==> src/rtl/display_arbiter.sv <==
// display_arbiter: round-robin time-slicing of N_SRC 16-bit sources onto one hex display, tagged on dp
module display_arbiter #(
  parameter int N_SRC = 4,
  parameter int DWELL = 50000000,
  localparam int CW = $clog2(DWELL),
  localparam int IW = $clog2(N_SRC)
) (
  input  logic                  clk,
  input  logic                  rst_n,
  input  logic [N_SRC-1:0]      req,
  input  logic [16*N_SRC-1:0]   data_in,
  input  logic                  hold,
  output logic [N_SRC-1:0]      gnt,
  output logic [15:0]           data_out,
  output logic [IW-1:0]         src_idx,
  output logic [3:0]            dp,
  output logic                  valid
);
  typedef enum logic {IDLE, SHOW} state_t;
  state_t            state_q;
  logic [IW-1:0]     rr_ptr_q, src_idx_q, base, pick, j;
  logic [CW-1:0]     cnt_q;
  logic [N_SRC-1:0]  gnt_q;
  logic [15:0]       data_out_q;
  logic [3:0]        dp_q;
  logic              valid_q, hit, drop, rot, go, stop;
  logic [1:0]        pick2;
  always_comb begin
    base = state_q == IDLE ? rr_ptr_q : src_idx_q;
    hit = 1'b0;
    pick = '0;
    j = '0;
    for (int i = N_SRC; i >= 1; i--) begin
      j = IW'((int'(base) + i) % N_SRC);
      if (req[j]) begin
        hit = 1'b1;
        pick = j;
      end
    end
    pick2 = 2'(pick);
    drop = !req[src_idx_q];
    rot = !hold && cnt_q == CW'(DWELL - 1);
    go = state_q == IDLE ? hit : (drop || rot) && hit;
    stop = state_q == SHOW && drop && !hit;
  end
  always_ff @(posedge clk or negedge rst_n) begin
    if (!rst_n) begin
      state_q    <= IDLE;
      rr_ptr_q   <= IW'(N_SRC - 1);
      src_idx_q  <= '0;
      cnt_q      <= '0;
      gnt_q      <= '0;
      data_out_q <= '0;
      dp_q       <= '0;
      valid_q    <= 1'b0;
    end else if (go) begin
      state_q    <= SHOW;
      rr_ptr_q   <= pick;
      src_idx_q  <= pick;
      cnt_q      <= '0;
      gnt_q      <= N_SRC'(1) << pick;
      data_out_q <= data_in[16*pick +: 16];
      dp_q       <= 4'b1 << pick2;
      valid_q    <= 1'b1;
    end else if (stop) begin
      state_q    <= IDLE;
      gnt_q      <= '0;
      dp_q       <= '0;
      valid_q    <= 1'b0;
    end else if (state_q == SHOW) begin
      cnt_q      <= cnt_q + CW'(!hold);
      data_out_q <= data_in[16*src_idx_q +: 16];
    end
  end
  assign gnt      = gnt_q;
  assign data_out = data_out_q;
  assign src_idx  = src_idx_q;
  assign dp       = dp_q;
  assign valid    = valid_q;
endmodule

==> config.mk <==
export PLATFORM = sky130hd
export DESIGN_NAME = display_arbiter
export DESIGN_NICKNAME = d
export VERILOG_FILES = /design/src/rtl/display_arbiter.sv
export SDC_FILE = /design/constraint.sdc
export NUM_CORES = 1
export LEC_CHECK = 0
export CORE_MARGIN = 2
export CORE_UTILIZATION = 45
export DETAILED_ROUTE_END_ITERATION = 10
export PLACE_DENSITY = 0.91
export SYNTH_ARGS = -nofsm -noshare
export SYNTH_HDL_FRONTEND = slang
export SYNTH_SLANG_ARGS = --single-unit
export TNS_END_PERCENT = 100
==> constraint.sdc <==
create_clock -name clk -period 3.2 [get_ports clk]
set_clock_uncertainty 0.15 [all_clocks]
set_input_delay 0.64 -clock clk [delete_from_list [all_inputs] [get_ports clk]]
set_output_delay 0.64 -clock clk [all_outputs]
set_load 0.02 [all_outputs]
# Word-level counts from Yosys, hierarchy flattened
# Index checks and enable logic that the tools add are counted.
word_totals:
  register_bits: 51
  latchBits: 0
  mem_bits_rw: 0
  mem_bits_ro: 0
  in_bits: 71
  out_inout_bits: 27
  wordCells: 62
  mem_count: 0
op_classes:
  add_sub_neg: 5
  mul: 0
  div_mod_pow: 0
  n_lt_le_gt_ge: 5
  eq_ne: 2
  n_shift: 3
  mux: 30
  bitwise_logic: 0
  n_reduce_logical: 11
ops:
  columns: ["cell", "n"]
  rows:
  - ["$shiftx 64x7->16", 2]
  - ["$mux 26", 3]
  - ["$mux 16", 3]
  - ["$add 26x1->26", 1]
  - ["$eq 26x26->1 const B", 1]
  - ["$lt 2x3->1 const B", 5]
  - ["$mux 1", 12]
  - ["$bmux 1 s2", 5]
  - ["$mux 2", 5]
  - ["$mux 4", 2]
  - ["$add 2x1->2 const B", 2]
  - ["$add 2x2->2 const B", 2]
  - ["$logic_and 1x1->1", 4]
  - ["$reduce_bool 2->1", 2]
  - ["$shl 1x2->4 const A", 1]
  - ["$logic_not 1->1", 3]
  - ["$ne 2x2->1 const B", 1]
  - ["$reduce_and 2->1", 1]
  - ["$logic_or 1x1->1", 1]

# Depth between registers and ports, before layout
depth:
  word_depth: 12
  mapped_depth: 9
  mapped_depth_nobuf: 8

# Least setup slack after synthesis
# Ideal clock, no wire load.
synth_timing:
  path_kind: "input-to-reg"
  from: "in hold"
  to: "reg data_out_q[10], in the netlist data_out[10]"
  setup_ns: 0.126
  t_arrival_ns: 2.314
  t_required_ns: 2.924
  setup_slack_ns: 0.610
  path_stages: 9
  n_path_buf: 2
  path_cell_list: "nor4bb_1 > nand3_1 > o211a_1 > or3_1 > buf_4 > buf_6 > and3_1 > a211oi_1 > nor3_1"
synth_between:
  elab_chain_len: 7
  elab_cells_between_ends: 9
  classes_between: "eq/ne: 1; mux: 2; reduce/logical: 6"
synth_lines:
  columns: ["element", "line_no", "text"]
  rows:
  - ["start, declared", "12", "input logic hold,"]
  - ["$logic_not 1->1 (*)", "42", "rot = !hold && cnt_q == CW'(DWELL - 1);"]
  - ["$logic_and 1x1->1 (*)", "42", null]
  - ["$logic_or 1x1->1 (*)", "43", "go = state_q == IDLE ? hit : (drop || rot) && hit;"]
  - ["$logic_and 1x1->1 (*)", "43", null]
  - ["$mux 1 (*)", "43", null]
  - ["$ne 2x2->1 (no line) or $reduce_bool 2->1 (tied branches)", null, null]
  - ["$reduce_and 2->1 (no line)", null, null]
  - ["end signal, assigned", "62", "data_out_q <= data_in[16*pick +: 16];"]
  - ["end signal, assigned", "72", "data_out_q <= data_in[16*src_idx_q +: 16];"]
  - ["end, declared", "24", "logic [15:0] data_out_q;"]
# Every way passes the cells marked *; elsewhere a longest branch is shown, timed or not.
# A chain may end at the register's enable or synchronous reset.

# Worst setup path after layout
layout_timing:
  from: "in hold"
  to: "reg data_out_q[2], in the netlist data_out[2]"
# The elaborated chain is that of the path after synthesis.

==> results.tsv <==
metric	value	unit
outcome	completed	
Synth Instances	311	
M1 GR Usage	25.24	%
slew margin rel.	68.65	%
largest family of logic cells by synthesized area	simple AND/OR/NAND/NOR gates	
sequential fraction of the synthesis area	44.03	%
gp weighted congestion	0.8067	
worst skew pair latency	0.31	ns
Worst-path clk slew	0.09	ns
worst path required time	3.24	ns
fill cell count	472	
Via density	5.499	
die area	0.007112	mm^2
diode count	0	
measured slew at the worst slew-check pin	0.4703	ns
FP Rows	29	
CTS hold repair buffers	0	
#FFs+latches synth	51	
Min-Delay Path Class	in2async	
Post-Synth Simple-Gate Area	27.10	%
EDFF count, synth	0	
Synth async-reset ratio	100.0	%
worst path cell trace	clkdlybuf4s50_1, nor4bb_1, nand3_1, buf_4, o211ai_1, a21boi_0, or3_1, buf_4, a211oi_1, nor3_1	
antenna viol nets, final	0	
most used routing layer	met2	
Core Util, Final	66.19	%
most frequent cells in the layout	clkdlybuf4s50_1, dfrtp_1, nor2_1	
Netlist cell types	50	
post-synth net total	384	
crit path launch type	primary input	
WL/cell	14.64	um
GRT Resource Usage Total	21.16	%
synthesized area	0.002904	mm^2
Worst R2R Start	state_q	
Worst setup EP type	register	
post-synthesis compound-gate area fraction	14.39	%
met3 Resource Use GR	5.211	%
hpwl dp	5719	um
post-synthesis mux area share	1.465	%
max frequency	346.2	MHz
VDD IR max	0.4273	mV
crit path DAT	2.93	ns
die width	84.34	um
CTS Buffer Depth	2	
slowest stage delay, CP	0.43	ns
cell repeated most along the worst path	buf_4	
slowest CP cell	clkdlybuf4s50_1	
final net count	490	
initial antenna violation count	0	
Max-Cap Viols	0	
Die Ht	84.34	um
crit path time final	2.889	ns
GRT overflow	0	
vias in the first global route	2743	
RSZ-0062 raised after global routing	no	
Post-CTS Setup Inserts	0	
global-route wire length before repair	12240	um
final setup violation count	0	
final WL	7247	um
Worst R2R Path Depth	9	
largest net degree at the start of global routing	35	
TritonCTS clock tree	built	
Synth Flop Type	dfrtp_1	
Placed Area	0.004038	mm^2
CTS Sinks	51	
Area Growth Syn to Fin	43.09	%
PortBufs	97	
Setup TNS Final	0	ns
design area	0.004155	mm^2
yosys warns	0	
post-CTS sizing	0	
Pre-antenna DRT Iters	4	
power after layout	3.144	mW
final hold vios	0	
Core Region	0.006277	mm^2
layout cells sized above 1	10.53	%
leak pwr	1.785	nW
kind of critical path	in2reg	
starting density of the core	46.26	%
XOR/XNOR Fraction of Synth Area	6.635	%
met2 usage	37.81	%
DRC Markers	0	
Iter 0 DRT Violations	151	
r2r setup slk	0.57	ns
Tcrit/Tclk final	90.27	%
num ports	98	
Avg Inst Size Synth	9.338	um^2
Pwr Density	756.5	mW/mm^2
total CTS buffers	5	
H-Tree Depth	2	
Slew Viols, Final	0	
Adder-Cell Fraction of Synth Area	0.8617	%
worst reg2reg path endpoint	data_out[2]	
crit-path max FO	16	
most common cell after layout, fill and taps aside	clkdlybuf4s50_1	
via count	2722	
Root Buffer Master	clkbuf_8	
-- Yosys cell counts (4+ instances only) --
cell,count,share of area [%]
a211oi_1,32,8.3
and3_1,34,7.3
buf_2,5,0.86
buf_4,7,1.8
clkbuf_1,7,0.90
dfrtp_1,49,42
inv_1,8,1.0
nand2_1,13,1.7
nand3_1,8,1.4
nand4_1,8,1.7
nor2_1,44,5.7
nor3_1,20,3.4
o21ai_0,4,0.69
or3_1,4,0.86
xnor2_1,8,2.4
xor2_1,14,4.2
-- sequential cells by signal, indices dropped and copies added (netlist names) --
name,cells
rr_ptr_q,2
src_idx,2
state_q,1
data_out,16
cnt_q,26
dp,4
-- worst max path at each step --
stage | start | to | slack [ns] | depth (start not counted)
final | hold | data_out[2] | 0.31 | 10
after global routing | hold | data_out[10] | 0.10 | 10
after CTS | hold | data_out[2] | 0.29 | 10
after detailed placement | hold | data_out[2] | -0.03 | 10
after global placement | hold | data_out[2] | 0.08 | 10
after floorplan | hold | data_out[10] | 0.61 | 9
-- area by class of cell --
cell class / count / area, um^2 / area share [%]
flip-flops and latches: 51 / 1279 / 30.77
inverters: 9 / 33.78 / 0.8130
clock inverters: 2 / 35.03 / 0.8431
multi-input cells: 230 / 1465 / 35.26
clock buffers: 6 / 82.58 / 1.987
well taps: 77 / 96.34 / 2.319
repair buffers: 120 / 1164 / 28.00
-- metal layers --
layer	routed length, um	vias up
li1	-	1332
met1	3036	1272
met2	3659	104
met3	431	14
met4	119	0
met5	0	-
-- power breakdown --
group | internal, mW | switching [mW]
logic | 0.818 | 0.910
clock network | 0.253 | 0.211
registers | 0.827 | 0.125
total | 1.90 | 1.25
-- metrics by stage --
step                cells  setup WS (ns)  hold WS (ns)
floorplan             311         0.6099        0.1944
global placement      487        0.07846        0.3524
detailed placement    487       -0.03092        0.3569
CTS                   495         0.2882        0.1319
global route          495         0.1037        0.1553
finish                495         0.3113        0.1231
-- worst max-delay path, delay by kind of cell --
kind	cells	cell delay, ns
AND/OR/NAND/NOR	4	0.84
buffers and inverters	3	0.79
AO/OA/AOI/OAI	3	0.66
-- cell families (layout without fill, tap and decap cells) --
logic type | after synthesis | count (layout)
and+or+nand+nor | 147 | 147
AOI/OAI and AO/OA | 56 | 56
DFF | 51 | 51
buffers and inverters | 30 | 137
xor gates and xnor gates | 22 | 22
muxes | 3 | 3
adders and majority gates | 2 | 2
(Power assumes the default switching activity.)
